**config.mk**
```make
export PLATFORM = sky130hd
export DESIGN_NAME = uart_tx_fifo
export DESIGN_NICKNAME = d
export VERILOG_FILES = /design/src/rtl/uart_tx_fifo.sv
export SDC_FILE = /design/constraint.sdc
export NUM_CORES = 1
export LEC_CHECK = 0
export CAP_MARGIN = 20
export CORE_ASPECT_RATIO = 1.5
export CORE_MARGIN = 5
export CORE_UTILIZATION = 46
export CTS_BUF_LIST = sky130_fd_sc_hd__clkbuf_4 sky130_fd_sc_hd__clkbuf_8
export DETAILED_ROUTE_END_ITERATION = 10
export PLACE_DENSITY = 0.69
export RECOVER_POWER = 25
export SLEW_MARGIN = 20
export SYNTH_ARGS = -nofsm -noshare
export SYNTH_HDL_FRONTEND = slang
export SYNTH_SLANG_ARGS = --single-unit
export TNS_END_PERCENT = 30
```
**constraint.sdc**
```tcl
create_clock -name clk -period 3.4 [get_ports clk]
set_input_delay 0.34 -clock clk [delete_from_list [all_inputs] [get_ports clk]]
set_output_delay 0.34 -clock clk [all_outputs]
set_load 0.02 [all_outputs]
```
**src/rtl/uart_tx_fifo.sv**
```systemverilog
// rtl/uart_tx_fifo.sv - circular byte FIFO with registered send/tx_data_ready output stage
// Define UART_TX_FIFO_STATS_EN to add the drop_cnt and tx_cnt statistics outputs.
module uart_tx_fifo #(
  parameter int DATA_W = 8,
  parameter int DEPTH  = 16
) (
  input  logic                          clk,
  input  logic                          rst,
  input  logic [DATA_W-1:0]             wr_data,
  input  logic                          wr_en,
  input  logic                          flush,
  output logic                          full,
  output logic                          empty,
  output logic [$clog2(DEPTH+2)-1:0]    level,
  output logic                          overflow,
  output logic [DATA_W-1:0]             tx_data,
  output logic                          send,
  input  logic                          tx_data_ready
`ifdef UART_TX_FIFO_STATS_EN
  ,
  output logic [15:0]                   drop_cnt,
  output logic [15:0]                   tx_cnt
`endif
);

  localparam int PW = $clog2(DEPTH);
  localparam int CW = PW + 1;
  localparam int LW = $clog2(DEPTH + 2);

  logic [DATA_W-1:0] mem [DEPTH];
  logic [PW-1:0]     wr_ptr;
  logic [PW-1:0]     rd_ptr;
  logic [CW-1:0]     cnt;

  logic wr_accept;
  logic drop;
  logic transfer;
  logic load;

  assign full  = (cnt == CW'(DEPTH));
  assign level = LW'(cnt) + LW'(send);
  assign empty = (level == '0);

  // Drop decision uses the registered full flag, so a same-cycle pop never rescues a write.
  always_comb begin
    transfer  = send && tx_data_ready;
    wr_accept = wr_en && !full && !flush;
    drop      = wr_en && full && !flush;
    load      = (!send || transfer) && (cnt != '0) && !flush;
  end

  always_ff @(posedge clk) begin
    if (!rst && wr_accept) begin
      mem[wr_ptr] <= wr_data;
    end
  end

  always_ff @(posedge clk) begin
    if (rst || flush) begin
      wr_ptr   <= '0;
      rd_ptr   <= '0;
      cnt      <= '0;
      send     <= 1'b0;
      tx_data  <= '0;
      overflow <= 1'b0;
    end else begin
      if (wr_accept) begin
        wr_ptr <= wr_ptr + 1'b1;
      end
      if (load) begin
        tx_data <= mem[rd_ptr];
        send    <= 1'b1;
        rd_ptr  <= rd_ptr + 1'b1;
      end else if (transfer) begin
        send <= 1'b0;
      end
      if (wr_accept && !load) begin
        cnt <= cnt + 1'b1;
      end else if (!wr_accept && load) begin
        cnt <= cnt - 1'b1;
      end
      if (drop) begin
        overflow <= 1'b1;
      end
    end
  end

`ifdef UART_TX_FIFO_STATS_EN
  // tx_cnt survives flush: a byte handed over in the flush cycle was still delivered.
  always_ff @(posedge clk) begin
    if (rst) begin
      drop_cnt <= '0;
      tx_cnt   <= '0;
    end else begin
      if (transfer) begin
        tx_cnt <= tx_cnt + 16'd1;
      end
      if (flush) begin
        drop_cnt <= '0;
      end else if (drop && drop_cnt != 16'hFFFF) begin
        drop_cnt <= drop_cnt + 16'd1;
      end
    end
  end
`endif

endmodule

```
==> impl_metrics.yaml, run 1 <==
worst_setup_path:
  cp-start-kind: "flop"
  cpPeakStageDelay_ns: 0.43
  critPathRequiredTime_ns: 3.79
  worstPathCellList: "nor4_4 > a211oi_4 > inv_2 > ha_1 > inv_1 > ha_1 > nor2b_4 > o21a_1 > or4_4 > a211oi_2 > a31o_1"
  crit_type: "reg2reg"
  crit_path_end_kind: "flop"
  rr_worst_depth: 11
  critPathCapture: "cnt[4]"
  path_common_cell: "ha_1"
  critPathLaunch: "cnt[0]"
  rr_startpoint: "cnt[0]"
  r2r_end: "cnt[4]"
  crit_arrival_ns: 3.24
  slowest_stage: "nor4_4"
  regToRegSetupSlack_ns: 0.55
  crit_fanout: 5
sta:
  period_share_pct: 83.9
  setup_viol: 0
  timing_hold_violations_final: 0
  slew_headroom_pct: 41.3
  clock.fmax_mhz: 350
  skew_ns: 0.0108
  period_needed_ns: 2.85
  tightest_slew_ns: 0.877
  drv_slew: 0
  fin_setup_tns_ns: 0
  rsz0062_at_grt: "no"
clocking:
  h-tree-depth: 4
  numCtsBuffers: 17
  cts_tree: "done"
  clk_latency_ns: 0.44
  postCtsSetupBuffers: 0
  postCtsHoldBufs: 0
  clk_path_buf_depth: 2
  postCtsResizedCells: 0
  clock-sinks: 151
  clk_pin_slew_ns: 0.09
  clockRootBuffer: "clkbuf_8"
die:
  die_x_um: 105
  core-area_um2: 13300
  start_util_pct: 46.3
  rows: 52
  ioPinCount: 30
  design.die.area_um2: 15900
  die_height_um: 152
grt:
  overflow: 0
  track_usage_pct: 16.2
  first_global_vias: 3568
  busiest_layer: "met2"
  gr-usage-met1_pct: 19.1
  use_met3_pct: 4.16
  antenna_found_initial: 0
  grt_max_degree: 29
  grtUsageMet2_pct: 28.6
  grt_pass1_wl_um: 19500
yosys:
  synth.avg_cell_area_um2: 16.1
  yosysMostFrequentCell: "edfxtp_1"
  yosysTopAreaCellShare_pct: 62.2
  netlist_top_cells_area: "edfxtp_1, dfxtp_1, mux2i_1"
  yosys-top-cells-count: "edfxtp_1, mux2i_1, nor2_1, dfxtp_1"
  yosys_most_used_dff: "edfxtp_1"
  synth_top_cell_by_area: "edfxtp_1"
  synth_area_um2: 6180
  synthArstFlopShare_pct: 0
  ys_types: 50
  syn_inst: 385
  synth_nets: 410
  synth-seq-cells: 151
  synth_edf_count: 128
  yosys_warnings: 0
  yosysSeqAreaShare_pct: 69.6
placement:
  dpl_cell_area_um2: 6650
  dp_hpwl_um: 8520
  port_buffers: 29
  place_congestion: 0.854
final_layout:
  syn_to_final_growth_pct: 14.6
  diodes: 0
  finalInstanceArea_um2: 7080
  drive_above_1_share_pct: 14.4
  final_nets: 451
route:
  wl_per_cell_um: 20.5
  ant_nets: 0
  post-route-drc-count: 0
  vias_per_cell: 5.67
  wl_um: 12300
  drt_iter0_markers: 294
  vias: 3408
  firstDrtPassIters: 5
status:
  status: "complete, no violations"
run:
  cap_violations: 0
hold_path:
  holdCritPathClass: "reg2reg"
  hp-start: "overflow"
pwr:
  pwr_density_cell_nw_per_um2: 555
  irDropWorstVdd_uv: 297
  leakage_nw: 2.23
registers in the layout, indices dropped and copies added, names as in the netlist:
| name | count |
|---|---|
| cnt | 5 |
| rd_ptr | 4 |
| tx_data | 8 |
| mem | 128 |
| overflow | 1 |
| wr_ptr | 4 |
| send | 1 |
layer usage:
| metal | vias to the layer above | wire length, um |
|---|---|---|
| li1 | 1569 | - |
| met5 | - | 0 |
| met2 | 95 | 6600 |
| met4 | 0 | 222 |
| met3 | 19 | 630 |
| met1 | 1725 | 4860 |
kinds of logic (layout without fill, tap and decap cells):
| kind of cell | after synthesis | in the layout | synth area share, % |
|---|---|---|---|
| adder cells (fa/ha/maj) | 12 | 12 | 2.55 |
| XOR/XNOR | 11 | 11 | 1.56 |
| AO/OA/AOI/OAI | 53 | 53 | 5.69 |
| flip-flops | 151 | 151 | 69.6 |
| AND/OR/NAND/NOR | 82 | 82 | 6.64 |
| buffers and inverters | 26 | 80 | 2.49 |
| multiplexers | 50 | 50 | 11.4 |
where the power goes:
group | internal, mW | total, mW | switching, mW | leakage, nW
Sequential | 2.03 | 2.06 | 0.0307 | 1.34
Combinational | 0.175 | 0.398 | 0.223 | 0.694
Clock | 0.802 | 1.48 | 0.674 | 0.203
Total | 3.01 | 3.93 | 0.928 | 2.23
critical path, delay by kind of cell (launching register included):
family,cells,cell delay [ns]
AOI/OAI and AO/OA,4,0.66
adders and majority gates,2,0.54
buffers and inverters,2,0.21
DFF,1,0.38
and+or+nand+nor,3,1.00
cells in the final DEF (no fill, tap or decap), types with 7 or more instances in the layout:
master,count
edfxtp_1,128
mux2i_1,35
nor2_1,34
clkdlybuf4s50_1,23
dfxtp_1,22
clkbuf_8,17
nand2_1,16
o22ai_1,16
ha_1,11
mux4_2,10
buf_4,10
a21oi_1,8
o21ai_0,8
inv_1,7
xor2_1,7
through the flow:
stage | power (mW) | setup WS (ns) | hold WS [ns] | utilization [%] | std cells
2_1_floorplan | 2.35 | 0.646 | 0.439 | - | 385
3_3_place_gp | 2.49 | 0.429 | 0.470 | 49.8 | 569
6_report | 3.93 | 0.546 | 0.474 | 53.1 | 601
5_1_grt | 4.08 | 0.372 | 0.503 | 53.1 | 601
3_5_place_dp | 2.50 | 0.343 | 0.464 | 49.8 | 569
4_1_cts | 3.96 | 0.504 | 0.484 | 53.1 | 601
worst min path at each step:
stage                     end  cells past startpoint
floorplan           mem[0][0]                      0
global placement     overflow                      2
detailed placement   overflow                      2
CTS                  overflow                      2
global route         overflow                      2
finish               overflow                      2
final cells by class:
cell class,instances,area (um2)
repair buffers,40,385
multi-input cells,208,1720
inverters,8,30.0
clock inverters,15,201
clock buffers,17,234
fillers,1066,6260
flip-flops and latches,151,4310
well taps,162,203
(Power assumes the default switching activity.)
==> run 2, diff against run 1 <==
- clock period: 3.4 -> 2.65 ns (I/O delays scaled with it)
==> impl_metrics.yaml, run 2 (synthesis gave the netlist of run 1 again) <==
worst_setup_path:
  r2r_end: "cnt[4]"
  crit_arrival_ns: 2.93
  critPathLaunch: "cnt[0]"
  critPathRequiredTime_ns: 3.04
  cp-start-kind: "flop"
  rr_worst_depth: 11
  rr_startpoint: "cnt[0]"
  regToRegSetupSlack_ns: 0.12
  crit_path_end_kind: "flop"
  crit_fanout: 3
  critPathCapture: "cnt[4]"
  crit_type: "reg2reg"
sta:
  rsz0062_at_grt: "no"
  slew_headroom_pct: 51.2
  period_needed_ns: 2.53
  fin_ws_ns: 0.116
  timing_hold_violations_final: 0
  drv_slew: 0
  tightest_slew_ns: 0.730
  clock.fmax_mhz: 395
  setup_viol: 0
  period_share_pct: 95.6
  skew_ns: 0.00870
die:
  ioPinCount: 30
  rows: 52
  die_height_um: 152
  die_x_um: 105
  core-area_um2: 13300
  design.die.area_um2: 15900
  start_util_pct: 46.3
clocking:
  clk_pin_slew_ns: 0.08
  numCtsBuffers: 17
  clockRootBuffer: "clkbuf_8"
  postCtsHoldBufs: 0
  clk_path_buf_depth: 2
  cts_tree: "done"
  clk_latency_ns: 0.44
  postCtsSetupBuffers: 0
  clock-sinks: 151
  h-tree-depth: 4
grt:
  grt_pass1_wl_um: 21100
  track_usage_pct: 17.6
  grt_max_degree: 22
  antenna_found_initial: 0
  overflow: 0
  first_global_vias: 3833
pwr:
  leakage_nw: 2.39
  p_total_mw: 5.19
  pwr_density_cell_nw_per_um2: 711
  irDropWorstVdd_uv: 419
placement:
  dp_slack_ns: -0.105
  place_congestion: 0.820
  dpl_cell_area_um2: 6830
  dp_hpwl_um: 9270
  port_buffers: 29
route:
  wl_um: 13500
  firstDrtPassIters: 5
  vias: 3529
  ant_nets: 0
  vias_per_cell: 5.66
  drt_iter0_markers: 258
  wl_per_cell_um: 21.6
  post-route-drc-count: 0
final_layout:
  syn_to_final_growth_pct: 18.0
  diodes: 0
  fillerInstances: 1064
  drive_above_1_share_pct: 20.1
  layout_commonest_cell: "edfxtp_1"
  finalInstanceArea_um2: 7300
  final_cell_mix: "edfxtp_1, mux2i_1, nor2_1, buf_4"
  largest_reg_flops: 128
  regMostFlops: "mem"
  final_nets: 474
  reg.largest.list: "mem x128, tx_data x8, cnt x5"
hold_path:
  hold_path_depth: 2
  holdCritPathClass: "reg2reg"
run:
  cap_violations: 0
status:
  status: "complete, no violations"
## run 2: cell count changes in the layout (fill, tap and decap cells not counted), moves of 2 or more
cell             change
clkbuf_4             +5
clkinvlp_4           -5
clkbuf_8             +3
inv_6                -2
clkdlybuf4s50_1      -2
ha_1                 -2
buf_4               +23
## run 2: metal layers
metal | up-vias | GRT usage (%) | routed length, um
met2 | 118 | 31.3 | 7310
met1 | 1772 | 19.6 | 5050
met5 | - | 0 | 0
met3 | 30 | 3.82 | 569
li1 | 1609 | - | -
met4 | 0 | 8.84 | 550
## run 2: cell type report
class	instances	area [um2]	share of cell area, %
Sequential cell	151	4310	59.0
Multi-Input combinational cell	208	1740	23.9
Timing Repair Buffer	63	557	7.63
Clock buffer	25	313	4.29
Tap cell	162	203	2.78
Clock inverter	7	143	1.96
Inverter	8	30.0	0.412
## run 2: timing repair
action / 4_1_cts / 5_1_grt
pin swaps: 0 / 3
endpoints found under the setup margin: 1 / 1
gates resized for setup: 1 / 3
## run 2: through the flow
stage	setup TNS, ns	util (%)	hold slack (ns)	instances
floorplan	0	-	0.364	385
global placement	-0.00182	51.2	0.471	592
detailed placement	-0.105	51.2	0.465	592
CTS	0	54.6	0.468	624
global route	0	54.7	0.512	624
finish	0	54.7	0.473	624
## run 2: power breakdown
| group | switching, mW | leakage [nW] | total [mW] | internal, mW |
|---|---|---|---|---|
| clock | 0.815 | 0.236 | 1.97 | 1.16 |
| combinational | 0.319 | 0.811 | 0.584 | 0.265 |
| sequential | 0.0252 | 1.34 | 2.63 | 2.60 |
| total | 1.16 | 2.39 | 5.19 | 4.03 |
## run 2: how the worst min path moves through the flow
stage	from	to	slack, ns
floorplan	wr_data[0]	mem[0][0]	0.36
global route	flush	overflow	0.51
CTS	flush	overflow	0.47
finish	overflow	overflow	0.47
detailed placement	overflow	overflow	0.47
global placement	overflow	overflow	0.47
## run 2: worst max-delay path, cell delays in order, from the launching register on
cell and delay [ns]:
dfxtp_2 0.34, nor4_4 0.38, buf_4 0.19, a21oi_2 0.06, ha_2 0.20, inv_2 0.08, ha_4 0.20, nor2b_4 0.12
o21a_1 0.18, or4_4 0.43, a211oi_2 0.19, a31o_1 0.12
